===== src/rtl/line_clear_engine_if.sv =====
// Bus between the game FSM (master) and the line-clear engine (slave).
// Build option: LCE_SCORE_EN adds the running score signal to both modports.
interface line_clear_engine_if #(
  parameter int unsigned ROWS    = 8,
  parameter int unsigned COLS    = 4,
  parameter int unsigned SCORE_W = 16
);
  localparam int unsigned LW = $clog2(ROWS + 1);

  logic                   start;
  logic [ROWS*COLS-1:0]   board_in;
  logic [ROWS*COLS-1:0]   board_out;
  logic [LW-1:0]          lines;
  logic                   busy;
  logic                   done;
  logic                   error;

  // Reject degenerate geometries at elaboration time.
  if (ROWS < 2 || COLS < 2 || SCORE_W < 1) begin : g_param_check
    $error("line_clear_engine_if: ROWS and COLS must be >= 2, SCORE_W >= 1");
  end

`ifdef LCE_SCORE_EN
  logic [SCORE_W-1:0]     score;

  modport master (
    output start, board_in,
    input  board_out, lines, busy, done, error, score
  );

  modport slave (
    input  start, board_in,
    output board_out, lines, busy, done, error, score
  );
`else
  modport master (
    output start, board_in,
    input  board_out, lines, busy, done, error
  );

  modport slave (
    input  start, board_in,
    output board_out, lines, busy, done, error
  );
`endif

endinterface


===== src/rtl/line_clear_engine.sv =====
// Line-clear / compaction engine: scans a captured board bottom to top, drops full rows,
// packs the survivors downwards, zero-fills the top and reports the number of rows removed.
// Build option: LCE_SCORE_EN enables a saturating score accumulator (score += lines^2).
module line_clear_engine #(
  parameter int unsigned ROWS    = 8,
  parameter int unsigned COLS    = 4,
  parameter int unsigned SCORE_W = 16
) (
  input logic                clka,
  input logic                restart,
  line_clear_engine_if.slave bus
);

  localparam int unsigned LW = $clog2(ROWS + 1);
  localparam int unsigned RW = (ROWS > 1) ? $clog2(ROWS) : 1;
  localparam int unsigned BW = ROWS * COLS;

  if (ROWS < 2 || COLS < 2 || SCORE_W < 1) begin : g_param_check
    $error("line_clear_engine: ROWS and COLS must be >= 2, SCORE_W >= 1");
  end

  typedef enum logic [1:0] {StIdle, StScan, StFill, StDone} state_e;

  state_e          state_q, state_d;
  logic [BW-1:0]   work_q, work_d;
  logic [BW-1:0]   out_q, out_d;
  logic [BW-1:0]   board_out_q, board_out_d;
  logic [RW-1:0]   rd_q, rd_d;
  logic [RW-1:0]   wr_q, wr_d;
  logic [LW-1:0]   cnt_q, cnt_d;
  logic [LW-1:0]   lines_q, lines_d;
  logic            busy_q, busy_d;
  logic            done_q, done_d;
  logic            error_q, error_d;
  logic [COLS-1:0] row_cur;

  // Row currently under the read pointer.
  assign row_cur = work_q[rd_q*COLS +: COLS];

  // Next-state and datapath decode for the scan/fill/done sequence.
  always_comb begin
    state_d     = state_q;
    work_d      = work_q;
    out_d       = out_q;
    board_out_d = board_out_q;
    rd_d        = rd_q;
    wr_d        = wr_q;
    cnt_d       = cnt_q;
    lines_d     = lines_q;
    done_d      = 1'b0;
    // A request while a pass (including its done cycle) is active is a protocol error.
    error_d     = error_q | (bus.start & busy_q);

    unique case (state_q)
      StIdle: begin
        if (bus.start && !busy_q) begin
          work_d  = bus.board_in;
          rd_d    = RW'(ROWS - 1);
          wr_d    = RW'(ROWS - 1);
          cnt_d   = '0;
          state_d = StScan;
        end
      end
      StScan: begin
        if (&row_cur) begin
          cnt_d = cnt_q + 1'b1;
        end else begin
          out_d[wr_q*COLS +: COLS] = row_cur;
          // Saturate so an all-kept board leaves wr at row 0 instead of wrapping.
          if (wr_q != '0) wr_d = wr_q - 1'b1;
        end
        if (rd_q == '0) begin
          state_d = StFill;
        end else begin
          rd_d = rd_q - 1'b1;
        end
      end
      StFill: begin
        // With nothing removed every row was rewritten and wr is parked on a live row.
        if (cnt_q != '0) begin
          for (int unsigned r = 0; r < ROWS; r++) begin
            if (r <= 32'(wr_q)) out_d[r*COLS +: COLS] = '0;
          end
        end
        state_d = StFill == state_q ? StDone : state_q;
      end
      StDone: begin
        board_out_d = out_q;
        lines_d     = cnt_q;
        done_d      = 1'b1;
        state_d     = StIdle;
      end
      default: state_d = StIdle;
    endcase

    // Busy also covers the cycle in which the done pulse is visible.
    busy_d = (state_d != StIdle) || (state_q == StDone);
  end

  // State and datapath registers; restart wins over everything.
  always_ff @(posedge clka) begin
    if (restart) begin
      state_q     <= StIdle;
      work_q      <= '0;
      out_q       <= '0;
      board_out_q <= '0;
      rd_q        <= '0;
      wr_q        <= '0;
      cnt_q       <= '0;
      lines_q     <= '0;
      busy_q      <= 1'b0;
      done_q      <= 1'b0;
      error_q     <= 1'b0;
    end else begin
      state_q     <= state_d;
      work_q      <= work_d;
      out_q       <= out_d;
      board_out_q <= board_out_d;
      rd_q        <= rd_d;
      wr_q        <= wr_d;
      cnt_q       <= cnt_d;
      lines_q     <= lines_d;
      busy_q      <= busy_d;
      done_q      <= done_d;
      error_q     <= error_d;
    end
  end

  assign bus.board_out = board_out_q;
  assign bus.lines     = lines_q;
  assign bus.busy      = busy_q;
  assign bus.done      = done_q;
  assign bus.error     = error_q;

`ifdef LCE_SCORE_EN
  // Wide enough that score + cnt^2 can never overflow before the saturation compare.
  localparam int unsigned SUM_W = SCORE_W + 2 * LW + 1;

  logic [SCORE_W-1:0] score_q, score_d;
  logic [SUM_W-1:0]   score_sum;

  // Saturating accumulate of lines^2, applied as the pass result is published.
  always_comb begin
    score_sum = SUM_W'(score_q) + SUM_W'(cnt_q) * SUM_W'(cnt_q);
    score_d   = score_q;
    if (state_q == StDone) begin
      score_d = (score_sum > SUM_W'({SCORE_W{1'b1}})) ? '1 : score_sum[SCORE_W-1:0];
    end
  end

  // Score register; cleared only by restart.
  always_ff @(posedge clka) begin
    if (restart) begin
      score_q <= '0;
    end else begin
      score_q <= score_d;
    end
  end

  assign bus.score = score_q;
`endif

endmodule


===== src/flat_wrapper.sv =====
// flat-port wrapper written by rule: the top's interface ports become plain ports
module line_clear_engine_flat 
#(
  parameter int unsigned ROWS    = 8,
  parameter int unsigned COLS    = 4,
  parameter int unsigned SCORE_W = 16
)
  (clka, restart, bus_start, bus_board_in, bus_board_out, bus_lines, bus_busy, bus_done, bus_error);
  line_clear_engine_if #(.ROWS(ROWS), .COLS(COLS), .SCORE_W(SCORE_W)) bus_i ();
  input logic clka;
  input logic restart;
  input wire logic [$bits(bus_i.start)-1:0] bus_start;
  input wire logic [$bits(bus_i.board_in)-1:0] bus_board_in;
  output wire logic [$bits(bus_i.board_out)-1:0] bus_board_out;
  output wire logic [$bits(bus_i.lines)-1:0] bus_lines;
  output wire logic [$bits(bus_i.busy)-1:0] bus_busy;
  output wire logic [$bits(bus_i.done)-1:0] bus_done;
  output wire logic [$bits(bus_i.error)-1:0] bus_error;
  assign bus_i.start = bus_start;
  assign bus_i.board_in = bus_board_in;
  assign bus_board_out = bus_i.board_out;
  assign bus_lines = bus_i.lines;
  assign bus_busy = bus_i.busy;
  assign bus_done = bus_i.done;
  assign bus_error = bus_i.error;
  line_clear_engine #(.ROWS(ROWS), .COLS(COLS), .SCORE_W(SCORE_W)) u_core (.clka(clka), .restart(restart), .bus(bus_i));
endmodule

===== config.mk =====
export PLATFORM = sky130hd
export DESIGN_NAME = line_clear_engine_flat
export DESIGN_NICKNAME = d
export VERILOG_FILES = /design/src/rtl/line_clear_engine_if.sv /design/src/rtl/line_clear_engine.sv /design/src/flat_wrapper.sv
export SDC_FILE = /design/constraint.sdc
export NUM_CORES = 1
export LEC_CHECK = 0
export CAP_MARGIN = 20
export CORE_MARGIN = 2
export CORE_UTILIZATION = 47
export DETAILED_ROUTE_END_ITERATION = 10
export GPL_TIMING_DRIVEN = 0
export PLACE_DENSITY = 0.73
export SLEW_MARGIN = 20
export SYNTH_ARGS = -nofsm -noshare
export SYNTH_HDL_FRONTEND = slang
export SYNTH_SLANG_ARGS = --single-unit

===== constraint.sdc =====
create_clock -name clka -period 2.5 [get_ports clka]
set_clock_uncertainty 0.1 [all_clocks]
set_input_delay 0.75 -clock clka [delete_from_list [all_inputs] [get_ports clka]]
set_output_delay 0.75 -clock clka [all_outputs]
set_load 0.005 [all_outputs]

==> results of run 1 <==
==> kinds of logic (layout without fill, tap and decap cells) <==
group / Yosys count / in the layout
mux: 54 / 54
buf+inv: 43 / 149
simple gates: 185 / 185
flops: 115 / 115
fa+ha+maj: 16 / 16
compound gates: 115 / 115
==> final cells by class <==
type                            instances  share of cell area (%)
Buffer                                 29                    2.18
Clock buffer                           20                    6.70
Clock inverter                         11                    1.00
Inverter                               12                   0.732
Multi-Input combinational cell        370                    39.6
Sequential cell                       115                    35.5
Tap cell                              136                    2.62
Timing Repair Buffer                   77                    11.7
==> layer usage <==
metal	vias to the layer above	share of wire (%)
li1	2061	-
met1	1991	43
met2	107	51
met3	22	3.8
met4	0	2.1
met5	-	0
==> registers in the layout (all words and copies together) (netlist names) <==
name                  cells
u_core.bus.error          1
u_core.state_q            2
u_core.out_q             32
u_core.bus.board_out     32
u_core.bus.done           1
u_core.bus.busy           1
u_core.wr_q               3
u_core.cnt_q              4
u_core.rd_q               3
u_core.bus.lines          4
u_core.work_q            32
==> repair_timing <==
item,4_1_cts,5_1_grt
setup endpoints to repair,30,75
pin swaps,1,1
gates resized for setup,8,12
setup buffers,0,5
hold endpoints to repair,0,0
==> cell usage in the layout (no fill, tap or decap), types with 7 or more instances in the layout <==
master,n
a21oi_1,47
a22o_1,13
a32o_1,8
buf_1,8
clkbuf_1,17
clkbuf_16,16
clkdlybuf4s50_1,72
clkinv_2,7
dfxtp_1,112
ha_1,12
inv_1,9
mux2i_1,43
nand2_1,75
nor2_1,57
nor2b_1,10
==> tightest hold or removal path, stage by stage (launching register included) <==
cell     delay [ns]
dfxtp_1        0.30
nand2_1        0.05
a21oi_1        0.05
==> stage by stage <==
stage          hold slack, ns  cells  utilization (%)
2_1_floorplan           0.332    528                -
3_3_place_gp            0.342    736             57.1
3_5_place_dp            0.347    736             57.1
4_1_cts                 0.354    766             62.1
5_1_grt                 0.371    770             62.9
6_report                0.354    770             62.9
==> final timing paths <==
kind	start	end	slack (ns)
worst min register to register	u_core.work_q[16]	u_core.work_q[16]	0.35
worst max-delay path	u_core.wr_q[1]	u_core.out_q[18]	0.06
worst min-delay path	u_core.work_q[16]	u_core.work_q[16]	0.35
worst max register to register	u_core.wr_q[1]	u_core.out_q[18]	0.06
==> power groups by stage <==
stage	Clock (uW)	Sequential, uW	Combinational, uW
final	2040	2000	1130
after global routing	2160	2010	1220
after CTS	2070	1990	1050
after detailed placement	0	2020	1020
after global placement	0	2020	1000
after floorplan	0	2000	739
==> flow_summary_export.csv, run 1 <==
group,metric,value,unit
power,clockPowerShare,39.5,%
power,pwr-share-comb,21.8,%
power,power_frac_seq,38.7,%
cts,clk_pin_slew_worst_paths,0.06,ns
synth,syn_avg_cell_area,9.47,um2
setup_path,critPathKind,"flip-flop to flip-flop",
synth,synth_area_leaders,"dfxtp_1 46%, mux2i_1 8.6%, nand2_1 5.6%",
final_layout,finalNetCount,673,
setup_path,worst-path-max-fanout,6,
synth,synth_area_leader_cell,"dfxtp_1",
timing,hold_viol_final,0,
synth,synth_area,0.00500,mm2
setup_path,cp.depth,7,
placement,port_buffers,72,
synth,synth_top_area_share,46.0,%
global_routing,grt_pass1_wl,20200,um
setup_path,cp_slowest_cell,"or4b_2",
setup_path,startpoint_type,"flip-flop",
global_routing,grt_use_met1,25.8,%
die,die_w,107,um
route,drt_first_pass_iters,5,
power,power.internal,3610,uW
setup_path,end_kind,"flip-flop",
outcome,status,"completed",
cts,cts_buffers,17,
die,num_rows,37,
synth,ys_ff_latch,115,
route,wl,12300,um
route,drtIter0Drc,147,
synth,syn_nets,579,
final_layout,fillCellCount,894,
cts,cts_sinks,115,
timing,relSlewSlack,54.4,%
timing,fmax,409,MHz
global_routing,use_met3,5.17,%
global_routing,grt_pass1_vias,4180,
setup_path,reg2reg_depth,7,
die,core_area,0.0103,mm2
cts,cts_buffer_depth,2,
route,vias,4181,
synth,synth_cell_type_count,57,
synth,synth_edf_count,0,
flow_run,drv_cap,0,
placement,place_area,0.00589,mm2
timing,fin_setup_tns,0,ns
min_path,hold_depth,2,
synth,synthMuxAreaShare,12.4,%
final_layout,seq_area,0.00231,mm2
route,viasPerCell,5.43,
final_layout,multi_input_area,0.00257,mm2
synth,yosysSeqAreaShare,46.0,%
final_layout,drive_gt1_share,12.0,%
route,detail-route-antenna-nets,0,
power,ir_drop,0.367,mV
timing,period_share,97.8,%
die,num_io_pins,74,
setup_path,cpPeakStageDelay,0.69,ns
placement,place_ws,-0.446,ns
setup_path,cp.required,2.81,ns
global_routing,globalRouteOverflowTotal,0,
power,p_leak,0.00233,uW
timing,min_period,2.44,ns
route,wl_per_cell,15.9,um
synth,syn_inst,528,
synth,async_flop_share,0,%
die,die_h,107,um
final_layout,diodes,0,
placement,hpwl,8840,um
timing,finalMaxSlewViolations,0,
final_layout,fin_area,0.00650,mm2
power,p_switching,1560,uW
global_routing,grt_max_degree,17,
setup_path,arrival,2.75,ns
timing,setup-violations-final,0,
timing,worst_pin_slew,0.683,ns
synth,synth-compound-area-share,16.3,%
power,powerDensity,795,mW/mm2
synth,synth_ff_type,"dfxtp_1",
cts,cts_tree,"done",
synth,synthSimpleGateAreaFrac,17.3,%
route,drc,0,
min_path,holdCritPathClass,"flip-flop to flip-flop",
global_routing,grt_use_met2,39.4,%
timing,grt_setup_unrepaired,"true",
setup_path,path_cells,"inv_2, ha_4, ha_2, or4b_2, o31ai_1, a31oi_1, a22o_1",
synth,synth_most_common_cell,"dfxtp_1",
synth,synth_xor_area_share,0,%
placement,gp_congestion,0.888,
global_routing,antenna_found_initial,0,
global_routing,grt_usage,22.4,%
die,die_area,0.0115,mm2
cts,htree_num_levels,4,
power,netSwitchingFraction,30.2,%
cts,hold_buffers,0,
cts,clock_latency,0.52,ns
synth,yosys_warnings,0,
synth,synthTopCellsByCount,"115 x dfxtp_1, 75 x nand2_1, 57 x nor2_1, 47 x a21oi_1, 43 x mux2i_1",
die,start_util,48.4,%
synth,synthAdderAreaFrac,4.00,%
global_routing,top_usage_layer,"met2",
setup_path,cp_top_family,"simple AND/OR/NAND/NOR gates",
setup_path,cp.buffers_inverters,1,
timing,fin_ws,0.0555,ns
cts,root_buffer,"clkbuf_8",
power,totalPowerFinal,5160,uW
synth,synth_top_family_by_area,"simple AND/OR/NAND/NOR gates",
final_layout,area_growth,30.0,%
No activity file was read; power rests on OpenSTA's default activity.
==> run 2: changes to the inputs <==
Settings changed: ABC_AREA from default to 1.
==> run 2 against run 1 <==
Design area rose by 3.9%. Global-route usage increased by 4.2 points. Sequential share of layout area shrank 1.4 points. Synthesized cell count up 38%. Area after synthesis rose by 5.7%. Die area up 5.5%. First-iteration DRC count rose by 130%. Non-clock buffer count is 7 higher. Sequential cell count stayed put. Highest routed layer unchanged.
==> flow_summary_export.csv, run 2 <==
group,metric,value,unit
synth,yosysSeqAreaShare,43.6,%
cts,hold_buffers,0,
timing,setup-violations-final,0,
route,drc,0,
global_routing,antenna_found_initial,0,
outcome,status,"completed",
synth,synthMuxAreaShare,0,%
power,p_leak,0.00281,uW
die,num_io_pins,74,
cts,clk_pin_slew_worst_paths,0.06,ns
final_layout,finalNetCount,869,
synth,synth_edf_count,0,
synth,syn_avg_cell_area,7.26,um2
synth,synthAdderAreaFrac,3.79,%
setup_path,cp_slowest_cell,"dfxtp_4",
route,viasPerCell,5.32,
die,start_util,48.5,%
timing,grt_setup_unrepaired,"false",
synth,synthSimpleGateAreaFrac,27.0,%
synth,yosys_warnings,0,
die,num_rows,38,
cts,root_buffer,"clkbuf_8",
cts,cts_buffers,17,
placement,gp_congestion,0.861,
flow_run,drv_cap,0,
global_routing,globalRouteOverflowTotal,0,
setup_path,arrival,2.68,ns
final_layout,final_common_cell,"dfxtp_1",
placement,place_area,0.00618,mm2
final_layout,fin_area,0.00675,mm2
synth,synth_top_area_share,43.6,%
setup_path,worst-path-max-fanout,11,
final_layout,fin_util,62.0,%
power,ir_drop,0.827,mV
synth,synth_xor_area_share,0.497,%
timing,hold_viol_final,0,
synth,synth_ff_type,"dfxtp_1",
die,die_area,0.0121,mm2
route,drtIter0Drc,337,
final_layout,area_growth,27.8,%
final_layout,final_cell_mix,"113 x dfxtp_1, 108 x nor2_1, 99 x nand2_1",
route,detail-route-antenna-nets,0,
min_path,holdCritPathClass,"flip-flop to flip-flop",
cts,cts_sinks,115,
setup_path,cp.required,2.85,ns
route,drt_first_pass_iters,6,
cts,ctsResizeCount,4,
synth,syn_nets,779,
cts,clock_latency,0.53,ns
synth,synth_cell_type_count,35,
die,die_h,110,um
timing,period_share,93.1,%
timing,fmax,430,MHz
synth,synth_area_leaders,"dfxtp_1 44%, nor2_1 7.7%, a21oi_1 7.4%",
synth,ys_ff_latch,115,
timing,finalMaxSlewViolations,0,
setup_path,path_cells,"inv_2, ha_2, clkbuf_2, nand4_1, or2_1, inv_1, nand4_1, a21oi_1",
synth,synth_most_common_cell,"dfxtp_1",
global_routing,grt_max_degree,17,
synth,syn_inst,728,
synth,synth_area,0.00528,mm2
global_routing,grt_usage,26.6,%
setup_path,end_kind,"flip-flop",
timing,relSlewSlack,58.3,%
die,core_area,0.0109,mm2
timing,min_period,2.33,ns
final_layout,drive_gt1_share,11.5,%
synth,synthTopCellsByCount,"115 x dfxtp_1, 108 x nor2_1, 99 x nand2_1, 78 x a21oi_1, 71 x o21ai_0",
timing,worst_pin_slew,0.626,ns
placement,hpwl,11300,um
setup_path,startpoint_type,"flip-flop",
cts,cts_setup_buffers,0,
setup_path,critPathKind,"flip-flop to flip-flop",
cts,cts_buffer_depth,2,
route,vias,5148,
setup_path,path_common_cell,"nand4_1",
synth,synth_area_leader_cell,"dfxtp_1",
global_routing,grt_pass1_wl,24100,um
placement,port_buffers,72,
setup_path,cpPeakStageDelay,0.40,ns
power,powerDensity,1040,mW/mm2
synth,synth-compound-area-share,15.6,%
cts,cts_tree,"done",
die,die_w,110,um
final_layout,diodes,0,
synth,async_flop_share,0,%
route,wl,15100,um
global_routing,grt_pass1_vias,4838,
route,wl_per_cell,15.6,um
cts,htree_num_levels,4,
synth,synth_top_family_by_area,"simple AND/OR/NAND/NOR gates",
==> run 2: power breakdown <==
part           switching [uW]  leakage (uW)  internal (uW)
Clock                     789      0.000269           1390
Sequential                152      0.000936           2100
Combinational            1780       0.00160            827
Total                    2720       0.00281           4320
==> run 2: metal layers <==
layer	vias up	routed length, um	global-route usage [%]
met5	-	0	0
met4	0	248	9.22
met3	24	757	7.17
met2	156	6890	41.7
met1	2374	7220	35.3
li1	2594	-	-
==> run 2: cells by family (layout without fill, tap and decap cells) <==
kind of cell / after synthesis / count (layout)
compound gates: 161 / 161
xor+xnor: 3 / 3
fa+ha+maj: 16 / 16
buf+inv: 124 / 224
flops: 115 / 115
simple gates: 309 / 309
==> run 2: final cells by class <==
| type | instances | area [um2] |
|---|---|---|
| Clock buffer | 23 | 477 |
| Fill cell | 1007 | 4140 |
| Sequential cell | 115 | 2310 |
| Inverter | 82 | 314 |
| Tap cell | 140 | 175 |
| Buffer | 41 | 195 |
| Timing Repair Buffer | 72 | 721 |
| Clock inverter | 6 | 55.1 |
| Multi-Input combinational cell | 489 | 2510 |
==> run 2: path summary, 6_finish.rpt <==
check / slack (ns) / startpoint / end / cells past startpoint
worst max register to register: 0.17 / u_core.wr_q[0] / u_core.out_q[26] / 8
worst min-delay path: 0.34 / u_core.work_q[2] / u_core.work_q[2] / 2
worst min register to register: 0.34 / u_core.work_q[2] / u_core.work_q[2] / 2
worst max-delay path: 0.17 / u_core.wr_q[0] / u_core.out_q[26] / 8
==> run 2: metrics by stage <==
stage / total power [uW] / hold WS (ns) / worst slack, ns / TNS, ns / std cells
6_report: 7040 / 0.343 / 0.173 / 0 / 968
5_1_grt: 7470 / 0.353 / 0.0238 / 0 / 968
4_1_cts: 6960 / 0.342 / 0.00427 / 0 / 969
3_5_place_dp: 4750 / 0.335 / -0.192 / -2.81 / 940
3_3_place_gp: 4710 / 0.334 / -0.276 / -2.85 / 940
2_1_floorplan: 4000 / 0.323 / 0.372 / 0 / 728
==> run 2: worst max-delay path, delay by kind of cell, from the launching register on <==
kind | cells | cell delay (ns)
fa+ha+maj | 1 | 0.34
flops | 1 | 0.40
buf+inv | 3 | 0.50
compound gates | 1 | 0.20
simple gates | 3 | 0.69
